File: config.mk
export PLATFORM = sky130hd
export DESIGN_NAME = ctrl_fsm_param
export DESIGN_NICKNAME = d
export VERILOG_FILES = /design/src/rtl/ctrl_fsm_param.sv
export SDC_FILE = /design/constraint.sdc
export NUM_CORES = 1
export LEC_CHECK = 0
export CAP_MARGIN = 15
export CORE_MARGIN = 1.5
export CORE_UTILIZATION = 56
export CTS_BUF_LIST = sky130_fd_sc_hd__clkbuf_8
export DETAILED_ROUTE_END_ITERATION = 10
export PLACE_DENSITY = 0.93
export SLEW_MARGIN = 20
export SYNTH_ARGS = -nofsm -noshare
export SYNTH_HDL_FRONTEND = slang
export SYNTH_SLANG_ARGS = --single-unit
File: constraint.sdc
create_clock -name clk -period 3.9 [get_ports clk]
set_clock_uncertainty 0.05 [all_clocks]
set_input_delay 0.585 -clock clk [delete_from_list [all_inputs] [get_ports clk]]
set_output_delay 0.585 -clock clk [all_outputs]
set_load 0.01 [all_outputs]
File: src/rtl/ctrl_fsm_param.sv
// ctrl_fsm_param: multicycle instruction sequencer (IF/ID/EX/MEM/WB) with a
// memory-wait timeout, halt-at-boundary handling and a retired-instruction
// counter. All outputs are registered and decoded from the next state.
// Opcode, rd and the other inputs are registered into the outputs, so they
// must be stable from IF until the instruction ends.
module ctrl_fsm_param #(
  parameter int REG_ADDR_W  = 2,
  parameter int MEM_TIMEOUT = 15,
  parameter int CNT_W       = 16,
  localparam int NUM_REGS   = 2 ** REG_ADDR_W
) (
  input  logic                  clk,
  input  logic                  rst_n,
  input  logic                  en_in,
  input  logic                  en1,
  input  logic                  en2,
  input  logic                  pc_jump,
  input  logic                  halt_req,
  input  logic                  ram_valid,
  input  logic [3:0]            opcode,
  input  logic [REG_ADDR_W-1:0] rd,
  output logic                  en_fetch_pulse,
  output logic                  en_pc_pulse,
  output logic                  en_group_pulse,
  output logic [1:0]            pc_ctrl,
  output logic [NUM_REGS-1:0]   reg_en,
  output logic                  alu_in_sel,
  output logic [2:0]            alu_func,
  output logic                  ram_en,
  output logic                  wen,
  output logic                  busy,
  output logic                  err,
  output logic [CNT_W-1:0]      retired
);

  // opcode[3] selects the class: 0 = ALU/jump (EX), 1 = memory (MEM)
  localparam logic [3:0] OP_ADD   = 4'd0;
  localparam logic [3:0] OP_SUB   = 4'd1;
  localparam logic [3:0] OP_AND   = 4'd2;
  localparam logic [3:0] OP_OR    = 4'd3;
  localparam logic [3:0] OP_ADDI  = 4'd4;
  localparam logic [3:0] OP_ANDI  = 4'd5;
  localparam logic [3:0] OP_MOVI  = 4'd6;
  localparam logic [3:0] OP_JUMP  = 4'd7;
  localparam logic [3:0] OP_LOAD  = 4'd8;
  localparam logic [3:0] OP_STORE = 4'd9;

  localparam logic [2:0] ALU_ADD = 3'd0;
  localparam logic [2:0] ALU_SUB = 3'd1;
  localparam logic [2:0] ALU_AND = 3'd2;
  localparam logic [2:0] ALU_OR  = 3'd3;

  typedef enum logic [2:0] {S_IDLE, S_IF, S_ID, S_EX, S_MEM, S_WB, S_ERR} state_e;

  state_e                state_q, state_d;
  logic                  halt_pend_q, halt_pend_d;
  logic [7:0]            mem_cnt_q, mem_cnt_d;
  logic [CNT_W-1:0]      retired_q, retired_d;
  logic                  fetch_lvl_q, fetch_lvl_d;
  logic                  pc_lvl_q, pc_lvl_d;
  logic                  grp_lvl_q, grp_lvl_d;
  logic                  en_fetch_pulse_q, en_pc_pulse_q, en_group_pulse_q;
  logic [1:0]            pc_ctrl_q, pc_ctrl_d;
  logic [NUM_REGS-1:0]   reg_en_q, reg_en_d;
  logic                  alu_in_sel_q, alu_in_sel_d;
  logic [2:0]            alu_func_q, alu_func_d;
  logic                  ram_en_q, ram_en_d;
  logic                  wen_q, wen_d;
  logic                  busy_q, busy_d;
  logic                  err_q, err_d;
  logic                  halt_now;
  logic                  retire;

  function automatic logic is_alu_op(input logic [3:0] op);
    return !op[3];
  endfunction

  function automatic logic is_mem_op(input logic [3:0] op);
    return (op == OP_LOAD) || (op == OP_STORE);
  endfunction

  // Next-state, MEM wait counter, halt bookkeeping and retire counting
  always_comb begin
    state_d   = state_q;
    mem_cnt_d = '0;
    retire    = 1'b0;
    halt_now  = halt_pend_q | halt_req;
    case (state_q)
      S_IDLE: if (en_in && !halt_req) state_d = S_IF;
      S_IF:   if (en1) state_d = S_ID;
      S_ID: begin
        if (opcode[3]) begin
          state_d   = S_MEM;
          mem_cnt_d = 8'd1;
        end else begin
          state_d = S_EX;
        end
      end
      S_EX: begin
        // an opcode outside the ALU class here retires as a one-cycle NOP
        if (!is_alu_op(opcode)) retire = 1'b1;
        else if (en2)           state_d = S_WB;
        else if (pc_jump)       retire = 1'b1;
      end
      S_MEM: begin
        if (!is_mem_op(opcode)) begin
          retire = 1'b1;
        end else if (ram_valid) begin
          if (opcode == OP_LOAD) state_d = S_WB;
          else                   retire  = 1'b1;
        end else if (mem_cnt_q >= 8'(MEM_TIMEOUT)) begin
          state_d = S_ERR;
        end else begin
          state_d   = S_MEM;
          mem_cnt_d = mem_cnt_q + 8'd1;
        end
      end
      S_WB:  retire = 1'b1;
      S_ERR: if (!en_in) state_d = S_IDLE;
      default: state_d = S_IDLE;
    endcase
    if (retire) state_d = halt_now ? S_IDLE : S_IF;
    retired_d   = retire ? retired_q + CNT_W'(1) : retired_q;
    halt_pend_d = (state_d == S_IDLE) ? 1'b0 : halt_now;
  end

  // Output decode from the state being entered, so outputs line up with state_q
  always_comb begin
    fetch_lvl_d  = 1'b0;
    pc_lvl_d     = 1'b0;
    grp_lvl_d    = 1'b0;
    pc_ctrl_d    = 2'b00;
    reg_en_d     = '0;
    alu_in_sel_d = 1'b0;
    alu_func_d   = ALU_ADD;
    ram_en_d     = 1'b0;
    wen_d        = 1'b0;
    busy_d       = (state_d != S_IDLE) && (state_d != S_ERR);
    err_d        = (state_d == S_ERR);
    case (state_d)
      S_IF: begin
        fetch_lvl_d = 1'b1;
        pc_lvl_d    = 1'b1;
        pc_ctrl_d   = 2'b01;
      end
      S_EX: begin
        case (opcode)
          OP_ADD:  begin grp_lvl_d = 1'b1; alu_in_sel_d = 1'b1; alu_func_d = ALU_ADD; end
          OP_SUB:  begin grp_lvl_d = 1'b1; alu_in_sel_d = 1'b1; alu_func_d = ALU_SUB; end
          OP_AND:  begin grp_lvl_d = 1'b1; alu_in_sel_d = 1'b1; alu_func_d = ALU_AND; end
          OP_OR:   begin grp_lvl_d = 1'b1; alu_in_sel_d = 1'b1; alu_func_d = ALU_OR;  end
          OP_ADDI: begin grp_lvl_d = 1'b1; alu_func_d = ALU_ADD; end
          OP_ANDI: begin grp_lvl_d = 1'b1; alu_func_d = ALU_AND; end
          OP_MOVI: begin grp_lvl_d = 1'b1; alu_func_d = ALU_ADD; end
          OP_JUMP: begin pc_lvl_d  = 1'b1; pc_ctrl_d = 2'b10; end
          default: ;
        endcase
      end
      S_MEM: begin
        if (opcode == OP_LOAD) begin
          ram_en_d = 1'b1;
        end else if (opcode == OP_STORE) begin
          ram_en_d  = 1'b1;
          wen_d     = 1'b1;
          grp_lvl_d = 1'b1;
        end
      end
      S_WB: reg_en_d[rd] = 1'b1;
      default: ;
    endcase
  end

  // State, counters, level history, strobes and registered outputs
  always_ff @(posedge clk or negedge rst_n) begin
    if (!rst_n) begin
      state_q          <= S_IDLE;
      halt_pend_q      <= 1'b0;
      mem_cnt_q        <= '0;
      retired_q        <= '0;
      fetch_lvl_q      <= 1'b0;
      pc_lvl_q         <= 1'b0;
      grp_lvl_q        <= 1'b0;
      en_fetch_pulse_q <= 1'b0;
      en_pc_pulse_q    <= 1'b0;
      en_group_pulse_q <= 1'b0;
      pc_ctrl_q        <= 2'b00;
      reg_en_q         <= '0;
      alu_in_sel_q     <= 1'b0;
      alu_func_q       <= ALU_ADD;
      ram_en_q         <= 1'b0;
      wen_q            <= 1'b0;
      busy_q           <= 1'b0;
      err_q            <= 1'b0;
    end else begin
      state_q          <= state_d;
      halt_pend_q      <= halt_pend_d;
      mem_cnt_q        <= mem_cnt_d;
      retired_q        <= retired_d;
      fetch_lvl_q      <= fetch_lvl_d;
      pc_lvl_q         <= pc_lvl_d;
      grp_lvl_q        <= grp_lvl_d;
      en_fetch_pulse_q <= fetch_lvl_d & ~fetch_lvl_q;
      en_pc_pulse_q    <= pc_lvl_d & ~pc_lvl_q;
      en_group_pulse_q <= grp_lvl_d & ~grp_lvl_q;
      pc_ctrl_q        <= pc_ctrl_d;
      reg_en_q         <= reg_en_d;
      alu_in_sel_q     <= alu_in_sel_d;
      alu_func_q       <= alu_func_d;
      ram_en_q         <= ram_en_d;
      wen_q            <= wen_d;
      busy_q           <= busy_d;
      err_q            <= err_d;
    end
  end

  assign en_fetch_pulse = en_fetch_pulse_q;
  assign en_pc_pulse    = en_pc_pulse_q;
  assign en_group_pulse = en_group_pulse_q;
  assign pc_ctrl        = pc_ctrl_q;
  assign reg_en         = reg_en_q;
  assign alu_in_sel     = alu_in_sel_q;
  assign alu_func       = alu_func_q;
  assign ram_en         = ram_en_q;
  assign wen            = wen_q;
  assign busy           = busy_q;
  assign err            = err_q;
  assign retired        = retired_q;

endmodule

==> run metrics, run 1 <==
Port-buffer cells 45; CTS tree built; max cap viols 0; H-tree depth 2; pin count of the biggest net entering global routing 48; RSZ-0062 raised after global routing false; top cells by area, synth dfrtp_1, xnor2_1, nor2_1, nand3_1, nand2_1; Clock Pin Slew Worst Setup and Hold Paths ~80 ps; Die Wd 64.14 µm; status completed; maximum VDD drop between 300 and 400 µV; fillers between 200 and 300; Post-Place Worst Slack approximately 850 ps; cell with the most instances after synthesis dfrtp_1; Skew-Pair Late Insertion Delay 300 ps; sequential area share after synthesis between 50% and 60%; Final period util between 70% and 80%; post-CTS setup buffers 0; placed instance area between 0.002 and 0.003 mm²; CP top delay family compound AO/OA/AOI/OAI gates; drc violations 0; fin worst setup slack 1092 ps; initial core utilization between 50% and 60%; post-synthesis cell count 184; Die Ht 64.14 µm; Critical Path Slowest Stage Cell clkdlybuf4s50_1; Reg area 0.001176 mm²; max_slew headroom roughly three fifths; first-pass GRT wire length around 7200 µm; CP Capture Type register; Die ar. approximately 0.0041 mm²; cell mode on critical path nor2b_1; setup violators final 0; Synth top area share around 56%; crit-path max cell delay 570 ps; core area roughly 0.0036 mm²; min-delay worst type primary input to async pin; GP Congestion 0.9248; PD cells around 560 mW/mm²; crit path DAT 2990 ps; cell row count 22; Worst Path Required between 4000 and 5000 ps; routed len/inst 14.28 µm; Ys Warns 0; Root Driver clkbuf_8; layout cells sized above 1 approximately a tenth; Peak Freq around 360 MHz; Startpoint Class primary input; Post-synth top cells dfrtp_1, nor2_1, nand2_1, xnor2_1, nand3_1; #FFs+latches synth 47; number of global-route vias before repair 1567; Post-synth EDFFs 0; post-synth cell types 51; average size of a mapped cell ~11 µm²; antenna cells 0; total track usage between 20% and 30%; setup TNS 0 ps; HPWL Detailed a little over 3000 µm; final hold vios 0; vias per cell between 5 and 6; PostCTS Resize Cnt 0; P&R area growth vs syn 26.96%; DRT Pass-1 Iters 4; Vias about 1500; Design Power between 1 and 1.5 mW; crit-path max FO 11; Iter 0 DRT Violations 85; ANT nets after route 0; number of I/O pins 47; nets between 200 and 300; Post-CTS Hold Buffers 0; ys flop type dfrtp_1; actual slew at the worst max-slew pin between 500 and 600 ps; clock sinks 47; minimum clock period 2808 ps; gr ovfl total 0; CTS buffer count 5; fin. max-slew vios 0; initial antenna violation count 0; leak pwr roughly 1.1 nW; Post-synth ARST share 100.0%; Syn Std Cell Area around 0.0021 mm²; worst path bufs/invs 1; fin area ~0.0027 mm²; Max clock buf depth 2; worst path cell trace clkdlybuf4s50_1 > nor2b_1 > o22ai_1 > a221oi_1 > nand3_1 > o32ai_2 > nor2b_1; Post-Route WL approximately 4000 µm; Crit Path Class primary input to register; multi-input gate area in the final layout roughly 870 µm²; area leader, netlist dfrtp_1
## placed cells by master, fill, tap and decap left out, types with 2 or more instances in the layout
| cell type | netlist | routed |
|---|---|---|
| nor2b_1 | 4 | 4 |
| conb_1 | 1 | 5 |
| nand3b_1 | 3 | 3 |
| xnor2_1 | 12 | 12 |
| inv_1 | 4 | 4 |
| nor3_1 | 7 | 7 |
| or3b_2 | 2 | 2 |
| and4_1 | 3 | 3 |
| nand2_1 | 12 | 12 |
| dfrtp_1 | 47 | 47 |
| clkinv_2 | 0 | 2 |
| xor2_1 | 5 | 5 |
| nor4b_1 | 3 | 3 |
| and2b_1 | 3 | 3 |
| nand4_1 | 4 | 4 |
| nor3b_1 | 2 | 2 |
| nand3_1 | 9 | 9 |
| a21oi_1 | 3 | 3 |
| nor2_1 | 16 | 16 |
| clkbuf_8 | 1 | 5 |
| nor4_1 | 3 | 3 |
| ha_1 | 2 | 2 |
| clkdlybuf4s50_1 | 0 | 44 |
| mux2_2 | 2 | 2 |
| o211ai_1 | 2 | 2 |
| o21ai_0 | 4 | 4 |
| nand2b_1 | 3 | 3 |
## logic make-up after synthesis
group	count (synthesis)	synth area share (%)
DFF	47	56.19
buffers and inverters	10	2.928
xor gates and xnor gates	17	7.113
other	1	0.1791
muxes	2	1.076
AOI/OAI and AO/OA	24	9.086
adders and majority gates	2	1.195
and+or+nand+nor	81	22.24
## path summary, 6_finish.rpt
path                       startpoint              to  slack (ps)  cells past startpoint
setup reg to reg           state_q[1]  en_group_pulse        1500                      6
max in group asynchronous       rst_n       reg_en[1]        3200                      1
hold / removal                  rst_n      retired[2]         220                      1
hold reg to reg             grp_lvl_q  en_group_pulse         360                      1
setup / recovery            opcode[3]  en_group_pulse        1090                      7
min in group clk            grp_lvl_q  en_group_pulse         360                      1
## sequential cells by signal, indices dropped and copies added, names as in the netlist, 2 cells and up
register / flops
retired: 16
mem_cnt_q: 8
reg_en: 4
state_q: 3
alu_func: 2
pc_ctrl: 2
## power breakdown
group	total, mW	switching, mW	internal (mW)	leakage, nW
Clock	0.281	0.155	0.126	0.0483
Combinational	0.537	0.282	0.254	0.460
Sequential	0.663	0.0891	0.574	0.629
## per-layer routing
metal  wire length (µm)  global-route usage (%)
met1               1684                   27.57
met2               2046                   40.76
met3                253                   4.930
met4                 55                   7.713
met5                  0                       0
## per-stage QoR
stage                     cells  utilization, %  hold WS, ps
after global placement      275           70.66        339.3
after global routing        283           73.14        269.8
after CTS                   283           73.07        368.8
after detailed placement    275           70.66        359.9
after floorplan             188               -        239.4
final                       283           73.14        224.9
## area by class of cell
type	instances	share of cell area, %
clock buffers	5	2.589
clock inverters	3	0.7062
inverters	4	0.5650
multi-input cells	131	32.77
flip-flops and latches	47	44.26
well taps	48	2.260
repair buffers	45	16.85
(Power assumes the default switching activity.)
==> inputs of run 2 (changes only) <==
- CORE_UTILIZATION: 56 -> 47
- PLACE_DENSITY: 0.93 -> 0.83
- clock period: 3.9 -> 2.3 ns (I/O delays scaled with it)
==> run 2 against run 1 <==
Combinational power rose by 120%. Register-to-register slack worse by 1400 ps. Flip-flop and latch count unchanged. Wire length increased by 9.2%.
==> run metrics, run 2 (synthesized netlist as in run 1, its figures left out) <==
initial core utilization 48.41% (-9.2 points); status completed; core area 0.004324 mm² (+19%); setup TNS 0 ps (unchanged); nets 273 (+9.2%); minimum clock period 2251 ps; Gate power share 42.1% (+5.9 points); fin area 0.002873 mm² (+8.1%); Worst Path Required 2470 ps (-1610 ps); Final period util between 90% and 100%; final hold vios 0 (unchanged); actual slew at the worst max-slew pin 566.1 ps (-6.547 ps); Seq pwr share 39.4% (-5.4 points); PostCTS Resize Cnt 0 (unchanged); layout cells sized above 1 18.22% (+8.9 points); P&R area growth vs syn 37.24%; most frequent cells in the layout dfrtp_1, clkdlybuf4s50_1, buf_4; Crit Path Class primary input to register; vias per cell 5.358 (-1.5%); cell row count 24 (+9.1%); H-tree depth 2 (unchanged); Clock Pin Slew Worst Setup and Hold Paths 80 ps (about the same); placed instance area 0.002745 mm² (+6.9%); max FFs per register 16 (unchanged); fin. max-slew vios 0 (unchanged); Die Wd 69.74 µm (+8.7%); Int Power 1.870 mW (+96%); crit path DAT 2430 ps (-560 ps); Die Ht 69.74 µm (+8.7%); R2R setup slack 120 ps (-1380 ps); maximum VDD drop 622.9 µV (+66%); crit-path max FO 4 (-7); HPWL Detailed 3226 µm (+5.8%); clock sinks 47 (unchanged); CP Capture Type register; max cap viols 0 (unchanged); Peak Freq approximately 440 MHz; first-pass GRT wire length 7479 µm (+3.7%); ANT nets after route 0 (unchanged); Psw 956.1 µW (+82%); gr ovfl total 0 (unchanged); Iter 0 DRT Violations 71 (-16%); total track usage 19.47% (-3.5 points); number of I/O pins 47 (unchanged); Post-CTS Hold Buffers 0 (unchanged); Startpoint Class primary input; Root Driver clkbuf_8; PD cells 983.6 mW/mm² (+77%); RSZ-0062 raised after global routing true; CTS buffer count 5 (unchanged); Post-Place Worst Slack -236.3 ps (-1091 ps); GP Congestion 0.8785 (-5.0%); Port-buffer cells 45 (unchanged); Post-Route WL 4412 µm (+9.2%); leak pwr 1.261 nW (+11%); Vias 1661 (+7.9%); min-delay worst type primary input to async pin; fillers 327 (+20%); DRT Pass-1 Iters 4 (unchanged); Reg area 0.001177 mm² (+0.11%); clock share of power 18.5% (-0.5 points); CTS tree built; multi-input gate area in the final layout 897.1 µm² (+3.0%); setup violators final 0 (unchanged); max_slew headroom 62.26% (+0.70 points); routed len/inst 14.23 µm (-0.30%); Max clock buf depth 2 (unchanged); worst hold slack 79.15 ps (-145.8 ps); post-CTS setup buffers 0 (unchanged); reg2reg end en_group_pulse; pin count of the biggest net entering global routing 48 (unchanged); Skew-Pair Late Insertion Delay 290 ps (about the same); worst-case reg-to-reg path depth 6 (unchanged); commonest non-fill, non-tap cell in the layout dfrtp_1; Layout Utilization 66.44% (-6.7 points); fin worst setup slack 48.54 ps (-1043 ps); drc violations 0 (unchanged); Sw Ratio 33.84% (-1.7 points); initial antenna violation count 0 (unchanged); number of global-route vias before repair 1628 (+3.9%); Die ar. 0.004863 mm² (+18%); worst r2r src state_q[0]; antenna cells 0 (unchanged)
## run 2: changes by cell type in the layout (fill, tap and decap cells not counted), sizes merged
cell / delta
buf: +23
clkbuf: +2
clkinv: -2
## run 2: metrics by stage
stage / power (mW) / std cells
after floorplan: 1.712 / 188
after global placement: 2.237 / 302
after detailed placement: 2.275 / 302
after CTS: 2.807 / 310
after global routing: 3.007 / 310
final: 2.826 / 310
## run 2: worst max-delay path by stage
stage | start | end | slack, ps | cells past startpoint
6_report | opcode[2] | en_group_pulse | 50 | 7
5_1_grt | opcode[2] | en_group_pulse | -7 | 7
4_1_cts | opcode[1] | en_group_pulse | 70 | 7
3_5_place_dp | opcode[1] | en_group_pulse | -240 | 7
3_3_place_gp | opcode[1] | en_group_pulse | -200 | 7
2_1_floorplan | opcode[3] | en_group_pulse | 260 | 7
## run 2: cell type report
| cell class | count | share of cell area (%) |
|---|---|---|
| Multi-Input combinational cell | 131 | 31.23 |
| Tap cell | 52 | 2.265 |
| Clock inverter | 1 | 0.1307 |
| Inverter | 4 | 0.5226 |
| Timing Repair Buffer | 68 | 21.52 |
| Clock buffer | 7 | 3.354 |
| Sequential cell | 47 | 40.98 |
## run 2: power by group through the flow
stage / logic, mW / registers [mW] / clock network [mW]
CTS: 1.16 / 1.11 / 0.538
global placement: 1.12 / 1.12 / 0
detailed placement: 1.15 / 1.12 / 0
floorplan: 0.596 / 1.12 / 0
finish: 1.19 / 1.11 / 0.523
global route: 1.30 / 1.13 / 0.573
## run 2: worst max-delay path, stage by stage
cell,delay [ps]
clkdlybuf4s50_1,430
or4b_4,590
o21ai_4,190
a21boi_2,80
or3b_4,410
o32ai_2,230
nor2b_1,150
## run 2: metal layers
metal,GRT usage (%),share of wire [%],vias to the layer above
met3,4.942,4.4,7
met4,7.479,1.3,0
met1,23.58,43,803
li1,-,-,794
met2,33.44,51,57
met5,0,0,-
